--- src/rtl/tx_initiated_point_test_rx.sv ---
// Partner-die responder for the TX-initiated D2C point test; responses registered on state entry,
// held until sideband TX finishes (busy negedge while RX idle). Optional error counter: TX_PT_RX_ERRCNT_EN.
module tx_initiated_point_test_rx #(
  parameter int NUM_LANES = 16
) (
  input  logic                 clk,
  input  logic                 rst,
  input  logic                 i_en,
  input  logic [3:0]           i_sideband_message,
  input  logic                 i_sideband_message_valid,
  input  logic [15:0]          i_sideband_data,
  input  logic [NUM_LANES-1:0] i_lane_error,
  input  logic                 i_error_valid,
  input  logic                 i_busy_negedge_detected,
  input  logic                 i_valid_rx,
  output logic [3:0]           o_sideband_message,
  output logic                 o_valid_tx,
  output logic [15:0]          o_sideband_data,
  output logic                 o_data_valid,
  output logic                 o_comparator_clear,
  output logic                 o_mainband_compare_en,
  output logic                 o_val_compare_en,
  output logic                 o_test_ack_rx
);

  localparam logic [3:0] REQ_START  = 4'b0001;
  localparam logic [3:0] REQ_CLEAR  = 4'b0011;
  localparam logic [3:0] REQ_RESULT = 4'b0101;
  localparam logic [3:0] REQ_END    = 4'b0111;
  localparam logic [3:0] RSP_START  = 4'b0010;
  localparam logic [3:0] RSP_CLEAR  = 4'b0100;
  localparam logic [3:0] RSP_RESULT = 4'b0110;
  localparam logic [3:0] RSP_END    = 4'b1000;

  typedef enum logic [3:0] {
    IDLE, WAIT_START, START_RESP, WAIT_CLEAR, CLEAR_RESP,
    COMPARE, RESULT_RESP, WAIT_END, END_RESP, FINISHED
  } state_t;

  state_t state, state_nxt;
  logic [NUM_LANES-1:0] acc, acc_nxt;
  logic                 psel, psel_nxt;
  logic [3:0]           msg_nxt;
  logic                 vtx_nxt, dv_nxt, clr_nxt, mb_nxt, val_nxt, ack_nxt;
  logic [15:0]          data_nxt;
  logic [15:0]          mask;
  logic                 send_done;
  logic                 unused_data;

  assign unused_data = ^i_sideband_data[15:1];

`ifdef TX_PT_RX_ERRCNT_EN
  logic [11:0] cnt, cnt_nxt;
  logic [4:0]  pop;
  logic [12:0] cnt_sum;
`endif

  // Pending response is released only when our own message finished and RX is not holding the bus.
  assign send_done = o_valid_tx && i_busy_negedge_detected && !i_valid_rx;

  always_comb begin
    state_nxt = state;
    acc_nxt   = acc;
    psel_nxt  = psel;
    msg_nxt   = o_sideband_message;
    vtx_nxt   = o_valid_tx;
    data_nxt  = o_sideband_data;
    dv_nxt    = o_data_valid;
    clr_nxt   = 1'b0;
    mb_nxt    = o_mainband_compare_en;
    val_nxt   = o_val_compare_en;
    ack_nxt   = o_test_ack_rx;
    mask      = '0;
`ifdef TX_PT_RX_ERRCNT_EN
    cnt_nxt = cnt;
    pop     = '0;
    cnt_sum = '0;
`endif

    if (!i_en) begin
      state_nxt = IDLE;
      msg_nxt   = '0;
      vtx_nxt   = 1'b0;
      data_nxt  = '0;
      dv_nxt    = 1'b0;
      mb_nxt    = 1'b0;
      val_nxt   = 1'b0;
      ack_nxt   = 1'b0;
    end else begin
      case (state)
        IDLE: state_nxt = WAIT_START;
        WAIT_START: if (i_sideband_message_valid && i_sideband_message == REQ_START) begin
          psel_nxt  = i_sideband_data[0];
          msg_nxt   = RSP_START;
          vtx_nxt   = 1'b1;
          state_nxt = START_RESP;
        end
        START_RESP: if (send_done) begin
          msg_nxt   = '0;
          vtx_nxt   = 1'b0;
          state_nxt = WAIT_CLEAR;
        end
        WAIT_CLEAR: if (i_sideband_message_valid && i_sideband_message == REQ_CLEAR) begin
          clr_nxt   = 1'b1;
          acc_nxt   = '0;
`ifdef TX_PT_RX_ERRCNT_EN
          cnt_nxt   = '0;
`endif
          msg_nxt   = RSP_CLEAR;
          vtx_nxt   = 1'b1;
          state_nxt = CLEAR_RESP;
        end
        CLEAR_RESP: if (send_done) begin
          msg_nxt   = '0;
          vtx_nxt   = 1'b0;
          mb_nxt    = !psel;
          val_nxt   = psel;
          state_nxt = COMPARE;
        end
        COMPARE: begin
          if (i_error_valid) begin
            acc_nxt = acc | i_lane_error;
`ifdef TX_PT_RX_ERRCNT_EN
            for (int i = 0; i < NUM_LANES; i++) pop = pop + {4'b0, i_lane_error[i]};
            cnt_sum = {1'b0, cnt} + {8'b0, pop};
            cnt_nxt = cnt_sum[12] ? 12'hFFF : cnt_sum[11:0];
`endif
          end
          // The mask uses acc_nxt so an error sample coincident with the request still counts.
          if (i_sideband_message_valid && i_sideband_message == REQ_RESULT) begin
            mask[NUM_LANES-1:0] = ~acc_nxt;
`ifdef TX_PT_RX_ERRCNT_EN
            data_nxt = psel ? {cnt_nxt, 4'b0} : mask;
`else
            data_nxt = psel ? {15'b0, ~acc_nxt[0]} : mask;
`endif
            mb_nxt    = 1'b0;
            val_nxt   = 1'b0;
            msg_nxt   = RSP_RESULT;
            vtx_nxt   = 1'b1;
            dv_nxt    = 1'b1;
            state_nxt = RESULT_RESP;
          end
        end
        RESULT_RESP: if (send_done) begin
          msg_nxt   = '0;
          vtx_nxt   = 1'b0;
          dv_nxt    = 1'b0;
          data_nxt  = '0;
          state_nxt = WAIT_END;
        end
        WAIT_END: if (i_sideband_message_valid && i_sideband_message == REQ_END) begin
          msg_nxt   = RSP_END;
          vtx_nxt   = 1'b1;
          state_nxt = END_RESP;
        end
        END_RESP: if (send_done) begin
          msg_nxt   = '0;
          vtx_nxt   = 1'b0;
          ack_nxt   = 1'b1;
          state_nxt = FINISHED;
        end
        FINISHED: state_nxt = FINISHED;
        default:  state_nxt = IDLE;
      endcase
    end
  end

  always_ff @(posedge clk) begin
    if (rst) begin
      state                 <= IDLE;
      acc                   <= '0;
      psel                  <= 1'b0;
      o_sideband_message    <= '0;
      o_valid_tx            <= 1'b0;
      o_sideband_data       <= '0;
      o_data_valid          <= 1'b0;
      o_comparator_clear    <= 1'b0;
      o_mainband_compare_en <= 1'b0;
      o_val_compare_en      <= 1'b0;
      o_test_ack_rx         <= 1'b0;
`ifdef TX_PT_RX_ERRCNT_EN
      cnt                   <= '0;
`endif
    end else begin
      state                 <= state_nxt;
      acc                   <= acc_nxt;
      psel                  <= psel_nxt;
      o_sideband_message    <= msg_nxt;
      o_valid_tx            <= vtx_nxt;
      o_sideband_data       <= data_nxt;
      o_data_valid          <= dv_nxt;
      o_comparator_clear    <= clr_nxt;
      o_mainband_compare_en <= mb_nxt;
      o_val_compare_en      <= val_nxt;
      o_test_ack_rx         <= ack_nxt;
`ifdef TX_PT_RX_ERRCNT_EN
      cnt                   <= cnt_nxt;
`endif
    end
  end

endmodule

--- config.mk ---
export PLATFORM = sky130hd
export DESIGN_NAME = tx_initiated_point_test_rx
export DESIGN_NICKNAME = d
export VERILOG_FILES = /design/src/rtl/tx_initiated_point_test_rx.sv
export SDC_FILE = /design/constraint.sdc
export NUM_CORES = 1
export LEC_CHECK = 0
export ABC_AREA = 1
export BUFFER_PORTS_ARGS = -buffer_cell sky130_fd_sc_hd__buf_2
export CAP_MARGIN = 20
export CORE_MARGIN = 10
export CORE_UTILIZATION = 30
export CTS_CLUSTER_SIZE = 20
export DETAILED_ROUTE_END_ITERATION = 8
export GPL_TIMING_DRIVEN = 0
export PLACE_DENSITY = 0.51
export SLEW_MARGIN = 5
export SYNTH_ARGS = -nofsm -noshare
export SYNTH_HDL_FRONTEND = slang
export SYNTH_SLANG_ARGS = --single-unit
--- constraint.sdc ---
create_clock -name clk -period 1.27 [get_ports clk]
set_input_delay 0 -clock clk [delete_from_list [all_inputs] [get_ports clk]]
set_output_delay 0 -clock clk [all_outputs]
set_load 0.005 [all_outputs]
==> qor.txt, run 1 <==
Status - complete, but fails checks
Failing checks - setup timing
Placed wire-length estimate - 4230 µm
Post-layout util - 45.9%
RSZ-0062 raised after global routing - yes
Register area - 935 µm²
Mapped cell area - 0.00211 mm²
Synth-to-Final Area Change - 48.2%
Max Slew Vio Count - 0
Clk pin slew, worst setup/hold paths - 90 ps
Min-Delay Path Class - in2reg
Critical Path Fanout Max - 5
N_diodes - 0
Die H - 104 µm
H-Tree Depth - 2
Avg WL per Cell - 12.9 µm
Synth Register Bits - 46
Mapped Cells - 297
Internal - 2.76 mW
Initial antenna violation count - 0
Hold EP - acc[14]
Row count - 30
Relative slew slack - 49.0%
Total track usage - 11.6%
Worst EP required - 1510 ps
TritonCTS Buffers - 5
Async S/R FF share, synth - 0%
Starting Density - 31.0%
Reg power frac - 38.1%
Placed Area - 0.00249 mm²
CP Class - reg2reg
# fillers - 696
Vias in the first global route - 2138
Max frequency - 716 MHz
# nets final - 427
Clk root buf - clkbuf_8
Non-filler instance count after layout - 481
Clock power share - 21.3%
Routed Antenna Nets - 0
WP data arrival - 1630 ps
Syn. warnings - 0
Critical R2R Launch - state[1]
Post-synth EDFFs - 0
Gpl congestion - 0.786
HP Start - rst
Power per cell area - 1400 mW/mm²
TritonCTS clock tree - yes
Sw frac - 37.0%
Distinct cell type count after synthesis - 27
First-pass GRT wire length - 10500 µm
Worst setup EP type - flip-flop
DR vias - 2160
Setup ws final - -126 ps
Multi-input gate area - 0.00125 mm²
Core area - 0.00679 mm²
Drt total wl - 6190 µm
Final instance area - 0.00312 mm²
Crit share post-route - 110%
FF-to-FF path depth - 8
DRT iter0 DRCs - 63
Die X - 104 µm
# port buffers - 50
Vias/cell - 4.49
Maximum vdd drop - 0.000442 V
Leak pwr - 1.33 nW
Final Hold Fails - 0
Register area share after synthesis - 43.7%
Max-cap violation count - 0
Syn Area/Cell - 7.09 µm²
Final Skew - 5.62 ps
Worst Tran Pin Value - 765 ps
Setup crit start kind - flip-flop
Ports - 69
R2R Path End - o_sideband_message[2]
Drt first pass iters - 4
Worst reg2reg setup slack - -130 ps
Min cycle time layout - 1400 ps
Combinational Power Share - 40.6%
Worst Hold Slack - 2.61 ps
Sink Count - 46
Final setup vio count - 36
DRC - 0
Mapped Nets - 340
Switching pwr - 1.62 mW
Die area - 0.0108 mm²
Placed insts - 443
Clk_lat worst skew - 290 ps
Longest Clk Path Bufs - 2
Fraction of layout cells with a size suffix above 1 - 40.0%
Synth Flop Type - dfxtp_1
Largest net degree at the start of global routing - 14
Tot Pwr - 4.38 mW
Remaining global-route overflow - 0
Hold Crit Depth - 2
[cell usage in the layout (no fill, tap or decap), types with 2 or more instances in the layout]
cell,instances
a21oi_1,41
a21oi_2,14
buf_2,51
buf_4,15
buf_6,7
clkbuf_1,6
clkbuf_8,6
dfxtp_1,41
dfxtp_2,2
dfxtp_4,3
dlygate4sd3_1,10
inv_1,21
inv_4,2
nand2_1,56
nand2_2,23
nand2_4,6
nand3_1,10
nor2_1,27
nor2_2,2
nor2_4,3
o21ai_0,5
o21ai_4,3
or2_0,8
or2_2,3
or2_4,3
[kinds of logic after synthesis]
logic type / count (synthesis) / synth area share, %
buf+inv: 35 / 7.25
other cells: 1 / 0.178
flops: 46 / 43.7
simple gates: 148 / 32.3
compound gates: 67 / 16.6
[power by group through the flow]
stage | Combinational (mW) | Sequential, mW | Clock (mW)
floorplan | 0.891 | 1.64 | 0
global placement | 1.14 | 1.66 | 0
detailed placement | 1.13 | 1.66 | 0
CTS | 1.56 | 1.66 | 0.966
global route | 2.00 | 1.69 | 1.03
finish | 1.78 | 1.67 | 0.931
[synth_stat cells (2+ instances only)]
cell type  instances  share of area, %
or2_2              6               1.8
o21ai_0            5               1.2
inv_1             23               4.1
nor2_1            30               5.3
dfxtp_1           46                44
or2_0              8               2.4
nand3_1           10               2.4
buf_2              2              0.48
nand2_2            7               2.1
nand2_1           78                14
a21oi_1           56                13
clkbuf_1           5              0.89
nor2_4             2               1.1
buf_4              3               1.1
o21ai_1            4              0.95
[routing by layer]
metal | global-route usage [%] | wire length, µm | vias to the layer above
met5 | 0 | 0 | -
met4 | 3.38 | 62 | 0
met3 | 3.16 | 321 | 6
met2 | 18.1 | 2850 | 51
met1 | 15.2 | 2960 | 983
li1 | - | - | 1120
[state kept, by name, indices dropped and copies added, names as in the netlist]
signal	cells
acc	16
o_comparator_clear	1
o_data_valid	1
o_mainband_compare_en	1
o_sideband_data	16
o_sideband_message	3
o_test_ack_rx	1
o_val_compare_en	1
o_valid_tx	1
psel	1
state	4
[cell type report]
class | count | area share, %
Multi-Input combinational cell | 216 | 40.1
Sequential cell | 46 | 29.9
Timing Repair Buffer | 80 | 17.6
Tap cell | 96 | 3.85
Inverter | 24 | 3.05
Clock buffer | 7 | 2.77
Buffer | 11 | 2.57
Clock inverter | 1 | 0.160
[worst max path at each step]
stage	start	endpoint	slack [ps]	depth (start not counted)
after detailed placement	state[3]	acc[2]	-250	7
final	state[1]	o_sideband_message[2]	-130	8
after floorplan	state[3]	acc[8]	6	7
after global routing	state[1]	o_sideband_message[2]	-240	8
after CTS	state[1]	o_sideband_message[2]	-100	10
after global placement	state[3]	acc[2]	-250	7
[stage by stage]
step	setup TNS (ps)	setup WS (ps)
global placement	-8260	-252
floorplan	0	6.17
detailed placement	-8110	-253
finish	-2810	-126
global route	-6300	-239
CTS	-2090	-104
[worst max-delay path, cell delays in order (launching register included)]
cell     delay [ps]
dfxtp_4         370
buf_4           160
o21ai_4         190
o21ai_4          90
o21ai_2         210
nand2_4         110
nand2_1          70
nand2_1          40
nor2_1          100
[repair_timing]
| action | in CTS | in global routing |
|---|---|---|
| cloned | 3 | 0 |
| setup endpoints to repair | 44 | 43 |
| buffers inserted | 13 | 4 |
| hold buffers | 10 | 0 |
| pin swaps | 26 | 10 |
| endpoints found under the hold margin | 10 | 0 |
| resized for setup | 51 | 28 |
No activity file was read; power rests on OpenSTA's default activity.
==> run 2: changes to the inputs <==
- CTS_CLUSTER_SIZE: 20 -> 10
- clock period: 1.27 -> 1.26 ns (I/O delays scaled with it)
==> run 2 against run 1 <==
The run still ends with setup timing left. Non-clock buffer count fell by 1. Count of clock-buffer cells in the layout fell by 1. Sequential cell count did not move. Wire length rose by 3.2%. Worst setup slack got worse by 6.9 ps. Total power rose by 0.49%. Register-to-register slack barely moved. Cell count fell by 0.21%. Global-route usage fell by 0.31 points. Sequential share of layout area fell by 0.47 points. First-iteration DRC count rose by 32%.
==> qor.txt, run 2 (synthesis gave the netlist of run 1 again) <==
Vias/cell - 4.53 (was 4.49)
Commonest non-fill, non-tap cell in the layout - nand2_1 (unchanged)
Relative slew slack - 46.2% (was 49.0%)
Global Route met1 Usage - 14.0% (was 15.2%)
Power per cell area - 1390 mW/mm² (was 1400 mW/mm²)
CP max stage cell - dfxtp_4 (unchanged)
Top Registers - acc (16), o_sideband_data (16), state (4) (unchanged)
Placed Area - 0.00249 mm² (unchanged)
Placed wire-length estimate - 4260 µm (was 4230 µm)
Combinational Power Share - 40.5% (was 40.6%)
DRT iter0 DRCs - 83 (was 63)
Crit share post-route - 111% (was 110%)
Met2 Resource Use GR - 18.4% (was 18.1%)
Final instance area - 0.00317 mm² (was 0.00312 mm²)
Die H - 104 µm (unchanged)
Clk pin slew, worst setup/hold paths - 90 ps (about the same)
Failing checks - setup timing (unchanged)
TritonCTS Buffers - 5 (unchanged)
Post-layout util - 46.6% (was 45.9%)
Core area - 0.00679 mm² (unchanged)
Multi-input gate area - 0.00132 mm² (was 0.00125 mm²)
Die X - 104 µm (unchanged)
Drt total wl - 6380 µm (was 6190 µm)
Final Skew - 5.24 ps (was 5.62 ps)
Max frequency - 718 MHz (was 716 MHz)
Internal - 2.70 mW (was 2.76 mW)
Critical Path Fanout Max - 5 (unchanged)
Maximum vdd drop - 0.000527 V (was 0.000442 V)
Gpl congestion - 0.803 (was 0.786)
Remaining global-route overflow - 0 (unchanged)
# fillers - 702 (was 696)
Clock power share - 21.1% (was 21.3%)
H-Tree Depth - 2 (unchanged)
Largest net degree at the start of global routing - 15 (was 14)
Starting Density - 31.0% (unchanged)
Crit-path cells - inv_4, nand2_4, nor2_8, o21ai_4, buf_12, nand3_4, buf_6, nand2_2, a21oi_2 (was buf_4, o21ai_4, o21ai_4, o21ai_2, nand2_4, nand2_1, nand2_1, nor2_1)
Max Slew Vio Count - 0 (unchanged)
Reg power frac - 38.4% (was 38.1%)
Avg WL per Cell - 13.3 µm (was 12.9 µm)
Vias in the first global route - 2174 (was 2138)
# port buffers - 50 (unchanged)
Min-Delay Path Class - in2reg (unchanged)
Leak pwr - 1.33 nW (about the same)
RSZ-0062 raised after global routing - yes (unchanged)
N_diodes - 0 (unchanged)
Fraction of layout cells with a size suffix above 1 - 42.4% (was 40.0%)
Longest Clk Path Bufs - 2 (unchanged)
Worst slack, placed - -215 ps (was -253 ps)
Drt first pass iters - 4 (unchanged)
Sink Count - 46 (unchanged)
Worst Hold Slack - 5.99 ps (was 2.61 ps)
Routed Antenna Nets - 0 (unchanged)
CP Class - reg2reg (unchanged)
Ports - 69 (unchanged)
Die area - 0.0108 mm² (unchanged)
Final Hold Fails - 0 (unchanged)
Worst EP required - 1500 ps (was 1510 ps)
First-pass GRT wire length - 10200 µm (was 10500 µm)
Clk root buf - clkbuf_8 (unchanged)
GRT Max-Usage Layer - met2 (unchanged)
Min cycle time layout - 1390 ps (was 1400 ps)
Worst Tran Pin Value - 807 ps (was 765 ps)
Final setup vio count - 38 (was 36)
Setup crit start kind - flip-flop (unchanged)
WP data arrival - 1630 ps (about the same)
Worst setup EP type - flip-flop (unchanged)
Switching pwr - 1.70 mW (was 1.62 mW)
Max-cap violation count - 0 (unchanged)
TritonCTS clock tree - yes (unchanged)
Met3 Use GR - 3.72% (was 3.16%)
Status - complete, but fails checks (unchanged)
Clk_lat worst skew - 300 ps (was 290 ps)
Row count - 30 (unchanged)
Commonest cells after routing, fill and taps aside - nand2_1, buf_2, dfxtp_1 (was nand2_1, buf_2, a21oi_1, dfxtp_1, nor2_1)
# nets final - 426 (was 427)
Register area - 933 µm² (was 935 µm²)
Sw frac - 38.7% (was 37.0%)
DRC - 0 (unchanged)
DR vias - 2173 (was 2160)
Initial antenna violation count - 0 (unchanged)
Crit path largest cell delay - 380 ps (was 370 ps)
Synth-to-Final Area Change - 50.4% (was 48.2%)
Setup ws final - -133 ps (was -126 ps)
Total track usage - 11.3% (was 11.6%)
run 2: critical path: cells and delay by family (launching register included):
kind / cells / cell delay (ps)
flops: 1 / 380
simple gates: 4 / 390
compound gates: 2 / 210
buf+inv: 3 / 340
run 2: final timing paths:
kind	startpoint	to	slack [ps]	cells after the start
worst max-delay path	state[1]	o_sideband_data[6]	-130	9
worst min-delay path	i_lane_error[5]	o_sideband_data[5]	6	4
worst max register to register	state[1]	o_sideband_data[6]	-130	9
worst min register to register	o_sideband_data[7]	o_sideband_data[7]	460	2
run 2: what timing repair did:
item	4_1_cts	5_1_grt
cloned	3	0
setup buffers	15	2
pin swaps	24	29
hold endpoints to repair	7	0
hold buffers	9	0
setup endpoints to repair	42	43
gates resized for setup	41	58
run 2: area by class of cell:
cell class / instances / area share, %
plain buffers: 11 / 2.41
clock buffers: 6 / 2.29
clock inverters: 2 / 0.435
inverters: 24 / 3.08
multi-input cells: 216 / 41.5
flip-flops and latches: 46 / 29.5
well taps: 96 / 3.79
repair buffers: 79 / 17.0
run 2: layer usage:
layer  wire length, µm  part of all wire (%)  up-vias
met4                79                   1.2        0
met1              3040                    48      994
met2              2930                    46       54
met5                 0                     0        -
li1                  -                     -     1118
met3               329                   5.2        7
run 2: power by group through the flow:
stage	clock network [mW]	registers, mW	logic, mW
after global routing	1.00	1.70	1.97
after CTS	0.942	1.69	1.55
after floorplan	0	1.66	0.899
after global placement	0	1.68	1.15
after detailed placement	0	1.68	1.15
final	0.927	1.69	1.78
run 2: metrics by stage:
| step | cells | total power [mW] | TNS (ps) |
|---|---|---|---|
| after floorplan | 297 | 2.56 | 0 |
| after global placement | 443 | 2.83 | -6930 |
| after detailed placement | 443 | 2.83 | -6550 |
| after CTS | 478 | 4.17 | -3030 |
| after global routing | 480 | 4.67 | -6660 |
| final | 480 | 4.40 | -3600 |
